**src/rtl/ac_motor_pkg.sv**
```systemverilog
// Shared types and constants for the AC motor gate-drive path.
// Leg state encoding, default dead time and the command-to-desired-state decode.
package ac_motor_pkg;

    typedef enum logic [1:0] {
        LEG_OFF   = 2'd0,
        LEG_HI    = 2'd1,
        LEG_LO    = 2'd2,
        LEG_FAULT = 2'd3
    } leg_state_t;

    // 1 us at 50 MHz; the motor top level ties each leg's dead_time to this
    localparam logic [7:0] AC_MOTOR_DT_DEFAULT = 8'd50;

    // Simultaneous hi/lo commands resolve to OFF, never to either side
    function automatic leg_state_t desired_state(
        input logic en,
        input logic hi,
        input logic lo
    );
        leg_state_t d;
        d = LEG_OFF;
        if (en && hi && !lo) begin
            d = LEG_HI;
        end else if (en && lo && !hi) begin
            d = LEG_LO;
        end
        return d;
    endfunction

endpackage

```
**src/rtl/ac_motor_sync.sv**
```systemverilog
// N-flop synchronizer for asynchronous motor-side inputs; output lags input by STAGES cycles.
// Asynchronously cleared to 0 so a fault never appears out of reset.
module ac_motor_sync #(
    parameter int STAGES = 2
) (
    input  logic clk,
    input  logic reset,
    input  logic din,
    output logic dout
);

    logic [STAGES-1:0] sync_q;

    always_ff @(posedge clk or posedge reset) begin
        if (reset) begin
            sync_q <= '0;
        end else begin
            sync_q <= {sync_q[STAGES-2:0], din};
        end
    end

    assign dout = sync_q[STAGES-1];

endmodule

```
**src/rtl/ac_motor_deadtime.sv**
```systemverilog
// Per-leg dead-time insertion and fault latch between the PWM comparator and one half-bridge.
// Gates decode from the state register only, so they are glitch-free and never on together.
module ac_motor_deadtime
    import ac_motor_pkg::*;
#(
    parameter int DT_W        = 8,
    parameter int SYNC_STAGES = 2
) (
    input  logic            clk,
    input  logic            reset,
    input  logic            enable,
    input  logic            cmd_hi,
    input  logic            cmd_lo,
    input  logic [DT_W-1:0] dead_time,
    input  logic            fault_in,
    input  logic            fault_clr,
    output logic            gate_hi,
    output logic            gate_lo,
    output logic            fault,
    output logic            overlap_err
);

    leg_state_t      state;
    leg_state_t      state_next;
    leg_state_t      desired;
    logic [DT_W-1:0] off_cnt;
    logic            fault_sync;
    logic            gap_done;

    ac_motor_sync #(
        .STAGES (SYNC_STAGES)
    ) u_fault_sync (
        .clk   (clk),
        .reset (reset),
        .din   (fault_in),
        .dout  (fault_sync)
    );

    assign desired  = desired_state(enable, cmd_hi, cmd_lo);
    // dead_time is compared live so a mid-gap change takes effect immediately
    assign gap_done = (off_cnt >= dead_time);

    always_ff @(posedge clk or posedge reset) begin
        if (reset) begin
            state <= LEG_OFF;
        end else begin
            state <= state_next;
        end
    end

    always_comb begin
        state_next = state;
        if (fault_sync) begin
            state_next = LEG_FAULT;
        end else begin
            unique case (state)
                LEG_OFF: begin
                    if (desired != LEG_OFF && gap_done) begin
                        state_next = desired;
                    end
                end
                LEG_HI, LEG_LO: begin
                    // Always pass through OFF so the gap counter runs before the opposite side
                    if (desired != state) begin
                        state_next = LEG_OFF;
                    end
                end
                LEG_FAULT: begin
                    if (fault_clr) begin
                        state_next = LEG_OFF;
                    end
                end
                default: state_next = LEG_OFF;
            endcase
        end
    end

    always_comb begin
        gate_hi = (state == LEG_HI);
        gate_lo = (state == LEG_LO);
        fault   = (state == LEG_FAULT);
    end

    // Held at zero outside OFF, so every entry to OFF starts counting from 0
    always_ff @(posedge clk or posedge reset) begin
        if (reset) begin
            off_cnt <= '0;
        end else if (state != LEG_OFF) begin
            off_cnt <= '0;
        end else if (off_cnt != {DT_W{1'b1}}) begin
            off_cnt <= off_cnt + DT_W'(1);
        end
    end

    // A new overlap in the clearing cycle is still reported
    always_ff @(posedge clk or posedge reset) begin
        if (reset) begin
            overlap_err <= 1'b0;
        end else begin
            overlap_err <= (overlap_err & ~fault_clr) | (cmd_hi & cmd_lo);
        end
    end

endmodule

```
**config.mk**
```make
export PLATFORM = sky130hd
export DESIGN_NAME = ac_motor_deadtime
export DESIGN_NICKNAME = d
export VERILOG_FILES = /design/src/rtl/ac_motor_pkg.sv /design/src/rtl/ac_motor_sync.sv /design/src/rtl/ac_motor_deadtime.sv
export SDC_FILE = /design/constraint.sdc
export NUM_CORES = 1
export LEC_CHECK = 0
export CAP_MARGIN = 20
export CORE_UTILIZATION = 44
export CTS_CLUSTER_SIZE = 20
export DETAILED_ROUTE_END_ITERATION = 10
export PLACE_DENSITY = 0.73
export SLEW_MARGIN = 5
export SYNTH_ARGS = -nofsm -noshare
export SYNTH_HDL_FRONTEND = slang
export SYNTH_SLANG_ARGS = --single-unit
```
**constraint.sdc**
```tcl
create_clock -name clk -period 2.05 [get_ports clk]
set_input_delay 0.205 -clock clk [delete_from_list [all_inputs] [get_ports clk]]
set_output_delay 0.205 -clock clk [all_outputs]
set_load 0.05 [all_outputs]
```
* Word-level counts from Yosys, hierarchy flattened
Index checks and enable logic that the tools add are counted.
** Cells by class
- Muxes and demuxes :: 9
- Add/sub/neg operators :: 1
- Bitwise gates (word level) :: 4
- Equal/unequal tests :: 8
- Reductions and logical operators :: 13
- Magnitude comparators :: 1
** Operators with widths (number)
- 2-to-1 mux 8 bit :: 2
- 2-to-1 mux 2 bit :: 6
- != test 3 x 2 -> 1 bit (second input constant) :: 3
- adder 8 x 1 -> 8 bit (second input constant) :: 1
- greater-or-equal comparator 8 bit :: 1
- != test 8 bit (second input constant) :: 1
- one-hot mux 2 bit (3 select lines) :: 1
- nonzero test 2 bit :: 3
- logical AND 1 bit :: 5
- == test 2 bit (second input constant) :: 2
- AND reduction 3 bit :: 1
- bitwise AND 1 bit :: 2
- == test 2 x 1 -> 1 bit (second input constant) :: 1
- logical NOT 1 bit :: 2
- logical NOT 2 bit :: 1
- != test 2 bit :: 1
- OR reduction 2 bit :: 1
- NOT 1 bit :: 1
- OR 1 bit :: 1
** Word-level totals
- Output and inout port bits :: 4
- Register bits :: 13
- Input port bits :: 15

* Depth between registers and ports, before layout
Gate-level depths: netlist of the first run.
- Depth after elaboration :: 9
- Mapped depth :: 8

* By module
Synthesis of the first run repeated with hierarchy kept, for this count alone.
** Second synthesis, totals
- Cells, all modules :: 92
- Area total of the unflattened synthesis :: 892.1 µm²
** Modules (own cells, without submodules)
- ac_motor_deadtime :: instances 1, area an instance 838.3 µm², cells an instance 89, sequential area each 275.3 µm²
- ac_motor_sync :: instances 1, area an instance 53.8 µm², cells an instance 3, sequential area each 50.0 µm²

* Worst setup path before layout of the first run
No wires, ideal clock.
- Path kind :: register to register
- Start point :: register off_cnt[1]
- End point :: register state[0]
- Buffers on the path :: 0
- Stages on the path, launching flop included :: 8
- Slack :: 0.137 ns
- Arrival :: 1.787 ns
- Library setup time :: 0.126 ns
- Cell sequence :: dfrtp_1 > ha_1 > nor2b_4 > o211a_1 > o311ai_2 > nand2_1 > and3_1 > a221o_1
** Between the ends
- Cells in the longest elaborated chain, start to end :: 4
** RTL lines
- start, declared :: RTL line ac_motor_deadtime.sv:26 : logic [DT_W-1:0] off_cnt;
- start signal, assigned :: RTL line ac_motor_deadtime.sv:91 : off_cnt <= off_cnt + DT_W'(1);
- greater-or-equal comparator 8 bit :: RTL line ac_motor_deadtime.sv:41 : assign gap_done = (off_cnt >= dead_time);
- logical AND 1 bit :: RTL line ac_motor_deadtime.sv:58 : if (desired != LEG_OFF && gap_done) begin
- != test 3 x 2 -> 1 bit (no line)
- AND reduction 3 bit (no line)
- end signal, assigned :: RTL line ac_motor_deadtime.sv:47 : state <= state_next;
- end, declared :: RTL line ac_motor_deadtime.sv:23 : leg_state_t state;
No other way between the ends.
A chain may end at the register's enable or synchronous reset.

* Final worst setup path of the first run
- Start point :: register state[0]
- End point :: output port gate_lo
** Between the ends
- Cells in the longest elaborated chain, start to end :: 1
** RTL lines
- == test 2 bit :: RTL line ac_motor_deadtime.sv:80 : gate_lo = (state == LEG_LO);
- end, declared :: RTL line ac_motor_deadtime.sv:18 : output logic gate_lo,
No other way between the ends.

==> metrics.md, run 1 <==
| Metric | Value |
|---|---|
| Sequential cell area | between 300 and 400 um^2 |
| Post-synthesis mux area share | 0.0112 |
| DRT met1 WL | 787 um |
| Starting Density | 0.492 |
| Dpl ws | -255 ps |
| CTS sink cnt | 13 |
| P&R area growth vs syn | 27.7% |
| Pre-antenna DRT Iters | 4 |
| CP Launch Type | flop |
| Setup Fix Bufs, Post-CTS | 0 |
| DRC viols | 0 |
| Synthesized area | 896 um^2 |
| Slew Viols, Final | 0 |
| Global route overflow | 0 |
| Worst EP arrival | between 1500 and 2000 ps |
| Combinational family with the most area after synthesis | adder cells |
| Worst Clk Skew | 0.882 ps |
| Yosys reg bits | 13 |
| Area of the multi-input gates | roughly 530 um^2 |
| Initial antenna violation count | 0 |
| Actual slew at the worst max-slew pin | between 500 and 600 ps |
| Post-synthesis adder-cell area fraction | 0.182 |
| Post-DP HPWL | approximately 1400 um |
| Crit Path Max Fanout | 5 |
| Leak pwr | ~0.61 nW |
| Clock root buffer | clkbuf_4 |
| Critical path class | flop to output port |
| Synth top area cells | dfrtp_1, ha_1, inv_1 |
| Synth Area in XOR/XNOR | 0.0684 |
| Slew HR | 0.639 |
| Num rows | 15 |
| Core footprint | ~0.0018 mm^2 |
| Antenna violation net count after detailed routing | 0 |
| Synth area leader | dfrtp_1 |
| Clock transition at path regs | approximately 80 ps |
| Global-route wire length before repair | approximately 2800 um |
| Yosys top cell area share | 0.363 |
| Die width | roughly 47 um |
| H-tree Lvls | 1 |
| Post-cts sizing count | 0 |
| Die ar. | 0.00222 mm^2 |
| CTS Buffer Depth | 2 |
| Post-Synth Simple-Gate Area | 0.176 |
| Final number of hold-violating endpoints | 0 |
| Status | complete, no violations |
| Nature of the critical path endpoint | output port |
| # fillers | approximately 170 |
| Metal2 WL | between 800 and 900 um |
| Most frequent cells in the layout | clkdlybuf4s50_1, ha_1, dfrtp_1, inv_1 |
| DR top layer | met4 |
| Num CTS Buffers | 3 |
| I/O Pins | 19 |
| Met3 WL | about 68 um |
| Vias per cell | about 5.4 |
| Maxcap violations | 0 |
| Layout cell share with drive strength beyond 1 | 0.0531 |
| Total Routing Usage GR | 0.187 |
| Cell Count, Final, Fillers Out | between 100 and 150 |
| Commonest non-fill, non-tap cell in the layout | clkdlybuf4s50_1 |
| Critical Path RT | 1850 ps |
| Final Critical Period | roughly 2000 ps |
| Maximum VDD drop | 0.346 mV |
| Post-Synthesis Cells | 90 |
| Fin crit share | 0.963 |
| Vias in the first global route | roughly 680 |
| Sequential element share of the synthesized area | 0.363 |
| Syn nets | 118 |
| GPL Wtd Cong | around 0.8 |
| Clk_lat worst skew | between 200 and 300 ps |
| PD cells | roughly 540 mW/mm^2 |
| Maximum clock frequency | 507 MHz |
| Syn_area_per_cell | 9.95 um^2 |
| Detailed Route WL | ~1800 um |
| Slack of the critical path | ~76 ps |
| Synth warn | 0 |
| IO Port Bufs | 18 |
| Hold-fix buffers, CTS | 0 |
| Final Net Count | between 100 and 150 |
| Starting DRT DRC Count | 14 |
| Count of cell types in the netlist | 26 |
| Final Setup Violations | 0 |
| Diodes inserted | 0 |
| Setup_tns | 0 ps |
| Die height | 47.1 um |
| RSZ-0062 raised after global routing | false |
| Dpl cells | 134 |
| Worst Hold Class | primary input to asynchronous set/reset pin |
| CTS tree | yes |
| DR WL/cell | 12.8 um |
| Via count | 742 |
| Largest net degree at the start of global routing | 14 |
| Synth Area in Compound Gates | 0.149 |
## critical path, stage by stage (launching register included)
cell and delay (ps):
dfrtp_1 450, inv_1 110, ha_1 140, clkdlybuf4s50_1 790
## stage by stage
stage / util / hold WS, ps / instance area, um^2 / power, W
after global routing: 0.628 / 308 / 1140 / 0.000661
final: 0.628 / 266 / 1140 / 0.000619
after CTS: 0.627 / 274 / 1140 / 0.000631
after floorplan: - / 82.0 / 896 / 0.000396
after detailed placement: 0.612 / 337 / 1110 / 0.000462
after global placement: 0.612 / 334 / 1110 / 0.000457
## per-layer routing
metal	GRT usage	vias up
met3	0.0346	2
met1	0.227	361
li1	-	367
met2	0.319	12
met4	0.0857	0
met5	0	-
## cell usage after synthesis (all sizes together)
cell,instances
a211oi,1
a21oi,1
a221o,2
a22o,1
a31oi,2
a32oi,1
a41o,1
and2,6
and3,1
and4,2
dfrtp,13
ha,13
inv,12
mux2i,1
nand2,5
nand3,6
nand4,1
nor2,4
nor2b,3
o211a,2
o21ai,3
o311a,1
o311ai,1
xnor2,5
xor2,2
## power breakdown
part	leakage [nW]	total [W]	internal (W)	switching [W]
clock	0.0150	0.000163	0.0000754	0.0000880
combinational	0.429	0.000175	0.0000800	0.0000948
sequential	0.169	0.000281	0.000268	0.0000131
total	0.613	0.000619	0.000424	0.000196
## flip-flops by register name (all words and copies together), names as in the netlist
| signal | cells |
|---|---|
| overlap_err | 1 |
| u_fault_sync.sync_q | 2 |
| state | 2 |
| off_cnt | 8 |
## area by class of cell
cell class	instances	area share
well taps	25	0.0274
repair buffers	19	0.166
multi-input cells	65	0.460
flip-flops and latches	13	0.284
inverters	12	0.0394
clock buffers	4	0.0230
## path summary, 6_finish.rpt
path | startpoint | end | cells past startpoint | slack [ps]
max | state[0] | gate_lo | 3 | 80
min | reset | off_cnt[5] | 2 | 270
max reg2reg | off_cnt[1] | state[0] | 7 | 110
min reg2reg | u_fault_sync.sync_q[0] | u_fault_sync.sync_q[1] | 0 | 350
max in group asynchronous | reset | off_cnt[1] | 2 | 1430
min in group clk | u_fault_sync.sync_q[0] | u_fault_sync.sync_q[1] | 0 | 350
## logic make-up (layout without fill, tap and decap cells)
family,Yosys count,count (layout)
AO/OA/AOI/OAI,16,16
XOR/XNOR,7,7
adder cells (fa/ha/maj),13,13
buffers and inverters,12,35
flip-flops,13,13
multiplexers,1,1
AND/OR/NAND/NOR,28,28
(Power assumes the default switching activity.)
==> run 2: changes to the inputs <==
Settings changed: CAP_MARGIN 20 to 30.
==> results of run 2 <==
No change in the layout: final DEF, timing and power equal those of run 1.
